## src/rtl/key_pkg.sv

```systemverilog
// key_pkg: shared channel state encoding and default timing constants
// for the two-key event generator.
`default_nettype none

package key_pkg;

    typedef enum logic [1:0] {
        RELEASED     = 2'd0,
        PRESS_PEND   = 2'd1,
        PRESSED      = 2'd2,
        RELEASE_PEND = 2'd3
    } key_state_t;

    localparam int DEFAULT_DEBOUNCE_CYCLES = 500000;
    localparam int DEFAULT_HOLD_CYCLES     = 50000000;

endpackage

`default_nettype wire

```

## src/rtl/key_debounce_channel.sv

```systemverilog
// key_debounce_channel: one pushbutton -- synchronizer, debounce FSM and
// hold timer producing registered press/release/hold pulses.
`default_nettype none

module key_debounce_channel
    import key_pkg::*;
#(
    parameter int DEBOUNCE_CYCLES = DEFAULT_DEBOUNCE_CYCLES,
    parameter int HOLD_CYCLES     = DEFAULT_HOLD_CYCLES
) (
    input  logic clk,
    input  logic reset,
    input  logic key_n,
    output logic level,
    output logic press,
    output logic rel,
    output logic hold
);

    localparam int DB_W   = $clog2(DEBOUNCE_CYCLES) + 1;
    localparam int HOLD_W = $clog2(HOLD_CYCLES) + 1;
    localparam logic [DB_W-1:0]   DB_LAST   = DB_W'(DEBOUNCE_CYCLES - 1);
    localparam logic [DB_W-1:0]   DB_ONE    = DB_W'(1);
    localparam logic [HOLD_W-1:0] HOLD_LAST = HOLD_W'(HOLD_CYCLES - 1);
    localparam logic [HOLD_W-1:0] HOLD_ONE  = HOLD_W'(1);

    logic [1:0]        sync;
    logic              ks;
    key_state_t        state, state_next;
    logic [DB_W-1:0]   db_cnt, db_cnt_next;
    logic [HOLD_W-1:0] hold_cnt, hold_cnt_next;
    logic              level_next, press_next, rel_next, hold_next;

    assign ks = ~sync[1];

    // Synchronizer resets to the released (high) raw level.
    always_ff @(posedge clk) begin
        if (reset) begin
            sync     <= 2'b11;
            state    <= RELEASED;
            db_cnt   <= '0;
            hold_cnt <= '0;
            level    <= 1'b0;
            press    <= 1'b0;
            rel      <= 1'b0;
            hold     <= 1'b0;
        end else begin
            sync     <= {sync[0], key_n};
            state    <= state_next;
            db_cnt   <= db_cnt_next;
            hold_cnt <= hold_cnt_next;
            level    <= level_next;
            press    <= press_next;
            rel      <= rel_next;
            hold     <= hold_next;
        end
    end

    always_comb begin
        state_next    = state;
        db_cnt_next   = db_cnt;
        hold_cnt_next = hold_cnt;
        level_next    = level;
        press_next    = 1'b0;
        rel_next      = 1'b0;
        hold_next     = 1'b0;
        case (state)
            RELEASED: begin
                if (ks) begin
                    state_next  = PRESS_PEND;
                    db_cnt_next = '0;
                end
            end
            PRESS_PEND: begin
                if (!ks) begin
                    state_next = RELEASED;
                end else if (db_cnt == DB_LAST) begin
                    state_next    = PRESSED;
                    level_next    = 1'b1;
                    press_next    = 1'b1;
                    hold_cnt_next = '0;
                end else begin
                    db_cnt_next = db_cnt + DB_ONE;
                end
            end
            PRESSED: begin
                if (!ks) begin
                    state_next  = RELEASE_PEND;
                    db_cnt_next = '0;
                end else if (hold_cnt != HOLD_LAST) begin
                    // Saturating at HOLD_LAST makes the hold pulse one-shot per press.
                    hold_cnt_next = hold_cnt + HOLD_ONE;
                    hold_next     = (hold_cnt + HOLD_ONE) == HOLD_LAST;
                end
            end
            RELEASE_PEND: begin
                if (ks) begin
                    state_next = PRESSED;
                end else if (db_cnt == DB_LAST) begin
                    state_next = RELEASED;
                    level_next = 1'b0;
                    rel_next   = 1'b1;
                end else begin
                    db_cnt_next = db_cnt + DB_ONE;
                end
            end
            default: state_next = RELEASED;
        endcase
    end

endmodule

`default_nettype wire

```

## src/rtl/key_event_generator.sv

```systemverilog
// key_event_generator: two independent debounced pushbutton channels plus
// a combined any-press strobe.
`default_nettype none

module key_event_generator
    import key_pkg::*;
#(
    parameter int DEBOUNCE_CYCLES = DEFAULT_DEBOUNCE_CYCLES,
    parameter int HOLD_CYCLES     = DEFAULT_HOLD_CYCLES
) (
    input  logic       clk,
    input  logic       reset,
    input  logic [1:0] KEY,
    output logic [1:0] key_level,
    output logic [1:0] key_press,
    output logic [1:0] key_release,
    output logic [1:0] key_hold,
    output logic       any_press
);

    for (genvar gi = 0; gi < 2; gi++) begin : g_chan
        key_debounce_channel #(
            .DEBOUNCE_CYCLES(DEBOUNCE_CYCLES),
            .HOLD_CYCLES    (HOLD_CYCLES)
        ) u_chan (
            .clk  (clk),
            .reset(reset),
            .key_n(KEY[gi]),
            .level(key_level[gi]),
            .press(key_press[gi]),
            .rel  (key_release[gi]),
            .hold (key_hold[gi])
        );
    end

    assign any_press = |key_press;

endmodule

`default_nettype wire

```

## config.mk

```make
export PLATFORM = sky130hd
export DESIGN_NAME = key_event_generator
export DESIGN_NICKNAME = d
export VERILOG_FILES = /design/src/rtl/key_pkg.sv /design/src/rtl/key_debounce_channel.sv /design/src/rtl/key_event_generator.sv
export SDC_FILE = /design/constraint.sdc
export NUM_CORES = 1
export LEC_CHECK = 0
export CAP_MARGIN = 0
export CORE_MARGIN = 2
export CORE_UTILIZATION = 55
export DETAILED_ROUTE_END_ITERATION = 6
export MAX_ROUTING_LAYER = met4
export PLACE_DENSITY = 0.72
export SKIP_LAST_GASP = 1
export SYNTH_ARGS = -nofsm -noshare
export SYNTH_HDL_FRONTEND = slang
export SYNTH_SLANG_ARGS = --single-unit
```

## constraint.sdc

```tcl
create_clock -name clk -period 3.66 [get_ports clk]
set_clock_uncertainty 0.15 [all_clocks]
set_input_delay 0.732 -clock clk [delete_from_list [all_inputs] [get_ports clk]]
set_output_delay 0.732 -clock clk [all_outputs]
set_load 0.02 [all_outputs]
```

==> metrics.txt <==
# TYPE chip_impl_metric gauge
chip_impl_info{name="status",value="finished, final reports clean"} 1
chip_impl_metric{name="place_hpwl",unit="um"} 11600
chip_impl_metric{name="final_routed_wirelength",unit="um"} 16500
chip_impl_metric{name="cp_data_required_time",unit="ps"} 3740
chip_impl_metric{name="io_pins",unit=""} 13
chip_impl_metric{name="clock_network_power_share",unit=""} 0.336
chip_impl_metric{name="power.net_switching",unit="W"} 0.000958
chip_impl_metric{name="design.final.nets",unit=""} 855
chip_impl_metric{name="power_per_cell_area",unit="mW/mm2"} 409
chip_impl_metric{name="die_span_y",unit="um"} 114
chip_impl_info{name="rr_startpoint",value="g_chan[0].u_chan.hold_cnt[0]"} 1
chip_impl_metric{name="cts.clk_slew.worst_paths",unit="ps"} 70
chip_impl_metric{name="detailed_place.area",unit="mm2"} 0.00677
chip_impl_metric{name="placeable_area",unit="mm2"} 0.0119
chip_impl_metric{name="via_count",unit=""} 6361
chip_impl_metric{name="power.share.combinational",unit=""} 0.233
chip_impl_metric{name="internal_power",unit="W"} 0.00193
chip_impl_metric{name="ir_drop",unit="V"} 0.000256
chip_impl_metric{name="place.gp.congestion",unit=""} 0.913
chip_impl_metric{name="synth_seq_area_share",unit=""} 0.331
chip_impl_metric{name="path_max_fanout",unit=""} 10
chip_impl_info{name="startpoint",value="g_chan[0].u_chan.hold_cnt[0]"} 1
chip_impl_metric{name="antenna_violations_before_repair",unit=""} 0
chip_impl_metric{name="route.antenna.remaining_nets",unit=""} 0
chip_impl_metric{name="synthesis.area",unit="mm2"} 0.00666
chip_impl_metric{name="detail_route.drc_violations",unit=""} 0
chip_impl_metric{name="worstSetupPathDepth",unit=""} 7
chip_impl_metric{name="clock_sink_total",unit=""} 110
chip_impl_metric{name="die_width",unit="um"} 114
chip_impl_metric{name="synth_simple_gate_area_frac",unit=""} 0.327
chip_impl_metric{name="r2r.worst_path.cells",unit=""} 7
chip_impl_metric{name="regToRegSetupSlack",unit="ps"} 540
chip_impl_info{name="dominant_combinational_cell_family_by_area_after_synthesis",value="simple AND/OR/NAND/NOR gates"} 1
chip_impl_metric{name="cap_viol_max_count",unit=""} 0
chip_impl_metric{name="synth-compound-area-share",unit=""} 0.201
chip_impl_info{name="setup_repair_after_global_routing_missed_its_margin",value="false"} 1
chip_impl_metric{name="totalPowerFinal",unit="W"} 0.00288
chip_impl_metric{name="route.detailed.wl_per_inst",unit="um"} 16.7
chip_impl_metric{name="largest_net_degree_at_the_start_of_global_routing",unit=""} 21
chip_impl_metric{name="antenna-diode-count",unit=""} 0
chip_impl_info{name="synth.most_common_cell",value="sky130_fd_sc_hd__dfxtp_1"} 1
chip_impl_metric{name="area_share_of_the_leading_cell_type_in_the_synthesized_netlist",unit=""} 0.331
chip_impl_info{name="synth_top_cell_by_area",value="sky130_fd_sc_hd__dfxtp_1"} 1
chip_impl_metric{name="design.die.area",unit="mm2"} 0.0130
chip_impl_metric{name="first_global_vias",unit=""} 6093
chip_impl_metric{name="wire_length_of_the_first_global_routing_pass",unit="um"} 27800
chip_impl_info{name="holdCritPathClass",value="reg2reg"} 1
chip_impl_info{name="synthFlopType",value="sky130_fd_sc_hd__dfxtp_1"} 1
chip_impl_metric{name="ys_warn_count",unit=""} 0
chip_impl_metric{name="syn-num-nets",unit=""} 879
chip_impl_metric{name="timing.hold.ws",unit="ps"} 266
chip_impl_metric{name="drt-vias-per-instance",unit=""} 6.43
chip_impl_info{name="crit_end",value="g_chan[0].u_chan.hold"} 1
chip_impl_info{name="crit_family",value="simple AND/OR/NAND/NOR gates"} 1
chip_impl_metric{name="post_cts_buffers",unit=""} 0
chip_impl_metric{name="pwr-share-seq",unit=""} 0.431
chip_impl_info{name="timing.critical_path.to_type",value="flip-flop"} 1
chip_impl_metric{name="postSynthAreaPerCell",unit="um2"} 7.74
chip_impl_metric{name="synth_fa_ha_area_frac",unit=""} 0.0263
chip_impl_metric{name="final-max-slew-violation-count",unit=""} 0
chip_impl_metric{name="relSlewSlack",unit=""} 0.245
chip_impl_info{name="crit_chain",value="ha_1, nand3_1, or4_1, or2_1, xnor2_1, o2111ai_1, nor4_1"} 1
chip_impl_metric{name="cts_hold_buf",unit=""} 0
chip_impl_info{name="timing.critical_path.slowest_stage_cell",value="sky130_fd_sc_hd__or4_1"} 1
chip_impl_metric{name="start_util",unit=""} 0.559
chip_impl_metric{name="setup-violations-final",unit=""} 0
chip_impl_metric{name="io_buffers",unit=""} 12
chip_impl_metric{name="async_flop_share",unit=""} 0
chip_impl_info{name="rr_endpoint",value="g_chan[0].u_chan.hold"} 1
chip_impl_metric{name="cts.htree.levels",unit=""} 3
chip_impl_metric{name="arrival_time_of_the_worst_setup_path",unit="ps"} 3200
chip_impl_metric{name="finalHoldViolCount",unit=""} 0
chip_impl_metric{name="synth-edff-count",unit=""} 0
chip_impl_metric{name="critPathBufInv",unit=""} 0
chip_impl_metric{name="synthesis.instances",unit=""} 861
chip_impl_metric{name="cts-resized-gates",unit=""} 0
chip_impl_metric{name="cp_slowest_stage_delay",unit="ps"} 710
chip_impl_metric{name="worstSkewPairLatency",unit="ps"} 360
chip_impl_info{name="clock-root-buffer",value="sky130_fd_sc_hd__clkbuf_16"} 1
chip_impl_metric{name="tightest_slew",unit="ps"} 1130
chip_impl_metric{name="drive_gt1_frac",unit=""} 0.0558
chip_impl_metric{name="floorplan.rows",unit=""} 40
chip_impl_metric{name="globalRoute.totalOverflow",unit=""} 0
chip_impl_metric{name="timing.final.crit_share",unit=""} 0.853
chip_impl_metric{name="period_needed",unit="ps"} 3120
chip_impl_metric{name="post_synth_mux_area_share",unit=""} 0.00902
chip_impl_info{name="synthTopCellsByCount",value="110 x sky130_fd_sc_hd__dfxtp_1, 74 x sky130_fd_sc_hd__nand2_1, 62 x sky130_fd_sc_hd__a21oi_1"} 1
chip_impl_metric{name="synth-xor-area-share",unit=""} 0.0460
chip_impl_metric{name="global_route.usage.total",unit=""} 0.267
chip_impl_metric{name="finalSetupTns",unit="ps"} 0
chip_impl_metric{name="synth_cell_type_count",unit=""} 74
chip_impl_info{name="tritoncts",value="built"} 1
chip_impl_metric{name="power.switching_fraction",unit=""} 0.332
chip_impl_metric{name="leakage",unit="nW"} 2.27
chip_impl_metric{name="detail_route.iter0.violations",unit=""} 575
chip_impl_metric{name="cts.path.max_buffers",unit=""} 2
chip_impl_info{name="post_synth_main_area_contributors",value="sky130_fd_sc_hd__dfxtp_1 33%, sky130_fd_sc_hd__a21oi_1 4.7%, sky130_fd_sc_hd__nand2_1 4.2%"} 1
chip_impl_metric{name="numCtsBuffers",unit=""} 9
chip_impl_metric{name="first_pass_iters",unit=""} 5
chip_impl_info{name="crit_start_category",value="flip-flop"} 1
chip_impl_metric{name="max_freq",unit="MHz"} 320
chip_impl_metric{name="number_of_flip_flops_and_latches_in_the_synthesized_netlist",unit=""} 110
chip_impl_info{name="critPathKind",value="reg2reg"} 1
chip_impl_metric{name="area_growth_syn_to_layout",unit="%"} 5.94
chip_impl_metric{name="layout.cell_area.non_filler",unit="mm2"} 0.00706
==> cell families after synthesis <==
| logic type | Yosys count |
|---|---|
| muxes | 6 |
| and+or+nand+nor | 393 |
| buffers and inverters | 92 |
| AOI/OAI and AO/OA | 211 |
| xor gates and xnor gates | 35 |
| adders and majority gates | 14 |
| DFF | 110 |
==> stage by stage <==
step / utilization / std cells / worst slack [ps]
finish: 0.592 / 989 / 538
global route: 0.592 / 989 / 366
global placement: 0.568 / 973 / 652
floorplan: - / 861 / 1080
detailed placement: 0.568 / 973 / 611
CTS: 0.592 / 989 / 608
==> how the worst min path moves through the flow <==
stage / startpoint / endpoint / slack, ps / cells past startpoint
floorplan: g_chan[0].u_chan.sync[0] / g_chan[0].u_chan.sync[1] / 240 / 1
global placement: g_chan[1].u_chan.sync[0] / g_chan[1].u_chan.sync[1] / 250 / 1
detailed placement: g_chan[1].u_chan.sync[0] / g_chan[1].u_chan.sync[1] / 250 / 1
CTS: g_chan[1].u_chan.sync[0] / g_chan[1].u_chan.sync[1] / 270 / 1
global route: g_chan[1].u_chan.sync[0] / g_chan[1].u_chan.sync[1] / 300 / 1
finish: g_chan[1].u_chan.sync[0] / g_chan[1].u_chan.sync[1] / 270 / 1
==> sequential cells by signal, indices dropped and copies added, names as in the netlist, named ones only <==
signal	count
g_chan.u_chan.press	2
g_chan.u_chan.sync	4
g_chan.u_chan.hold	2
g_chan.u_chan.level	2
g_chan.u_chan.hold_cnt	54
g_chan.u_chan.rel	2
g_chan.u_chan.state	2
g_chan.u_chan.db_cnt	40
==> layer usage <==
metal  vias up  track usage  part of all wire
met1      2977        0.320              0.44
met5         -            -                 0
met3        50       0.0542             0.058
met4         0        0.109             0.026
li1       3103            -                 -
met2       231        0.441              0.48
==> layout make-up <==
| type | count | area, um2 |
|---|---|---|
| clock buffer | 13 | 270 |
| inverter | 36 | 135 |
| tap | 147 | 184 |
| sequential | 110 | 2200 |
| fill | 1053 | 4860 |
| multi-input combinational | 659 | 4060 |
| timing repair buffer | 21 | 188 |
| clock inverter | 3 | 17.5 |
==> power groups by stage <==
| stage | Clock (W) | Combinational [W] | Sequential [W] |
|---|---|---|---|
| 3_3_place_gp | 0 | 0.000628 | 0.00127 |
| 2_1_floorplan | 0 | 0.000492 | 0.00126 |
| 4_1_cts | 0.000989 | 0.000659 | 0.00124 |
| 6_report | 0.000970 | 0.000671 | 0.00124 |
| 5_1_grt | 0.00104 | 0.000746 | 0.00125 |
| 3_5_place_dp | 0 | 0.000655 | 0.00127 |
==> placed cells by master, fill, tap and decap left out, types with 13 or more instances in the layout <==
master and n:
sky130_fd_sc_hd__a21oi_1 62, sky130_fd_sc_hd__and3_1 14, sky130_fd_sc_hd__dfxtp_1 110, sky130_fd_sc_hd__ha_1 14
sky130_fd_sc_hd__inv_1 36, sky130_fd_sc_hd__nand2_1 74, sky130_fd_sc_hd__nand3_1 44, sky130_fd_sc_hd__nand4_1 35
sky130_fd_sc_hd__nor2_1 56, sky130_fd_sc_hd__nor3_1 25, sky130_fd_sc_hd__nor4_1 13, sky130_fd_sc_hd__o21ai_0 46
sky130_fd_sc_hd__or3_1 39, sky130_fd_sc_hd__xnor2_1 27
==> worst register-to-register path: stages (launching register included) <==
cell	delay, ps
sky130_fd_sc_hd__dfxtp_1	410
sky130_fd_sc_hd__ha_1	300
sky130_fd_sc_hd__nand3_1	320
sky130_fd_sc_hd__or4_1	710
sky130_fd_sc_hd__or2_1	330
sky130_fd_sc_hd__xnor2_1	230
sky130_fd_sc_hd__o2111ai_1	180
sky130_fd_sc_hd__nor4_1	360
No activity file was read; power rests on OpenSTA's default activity.
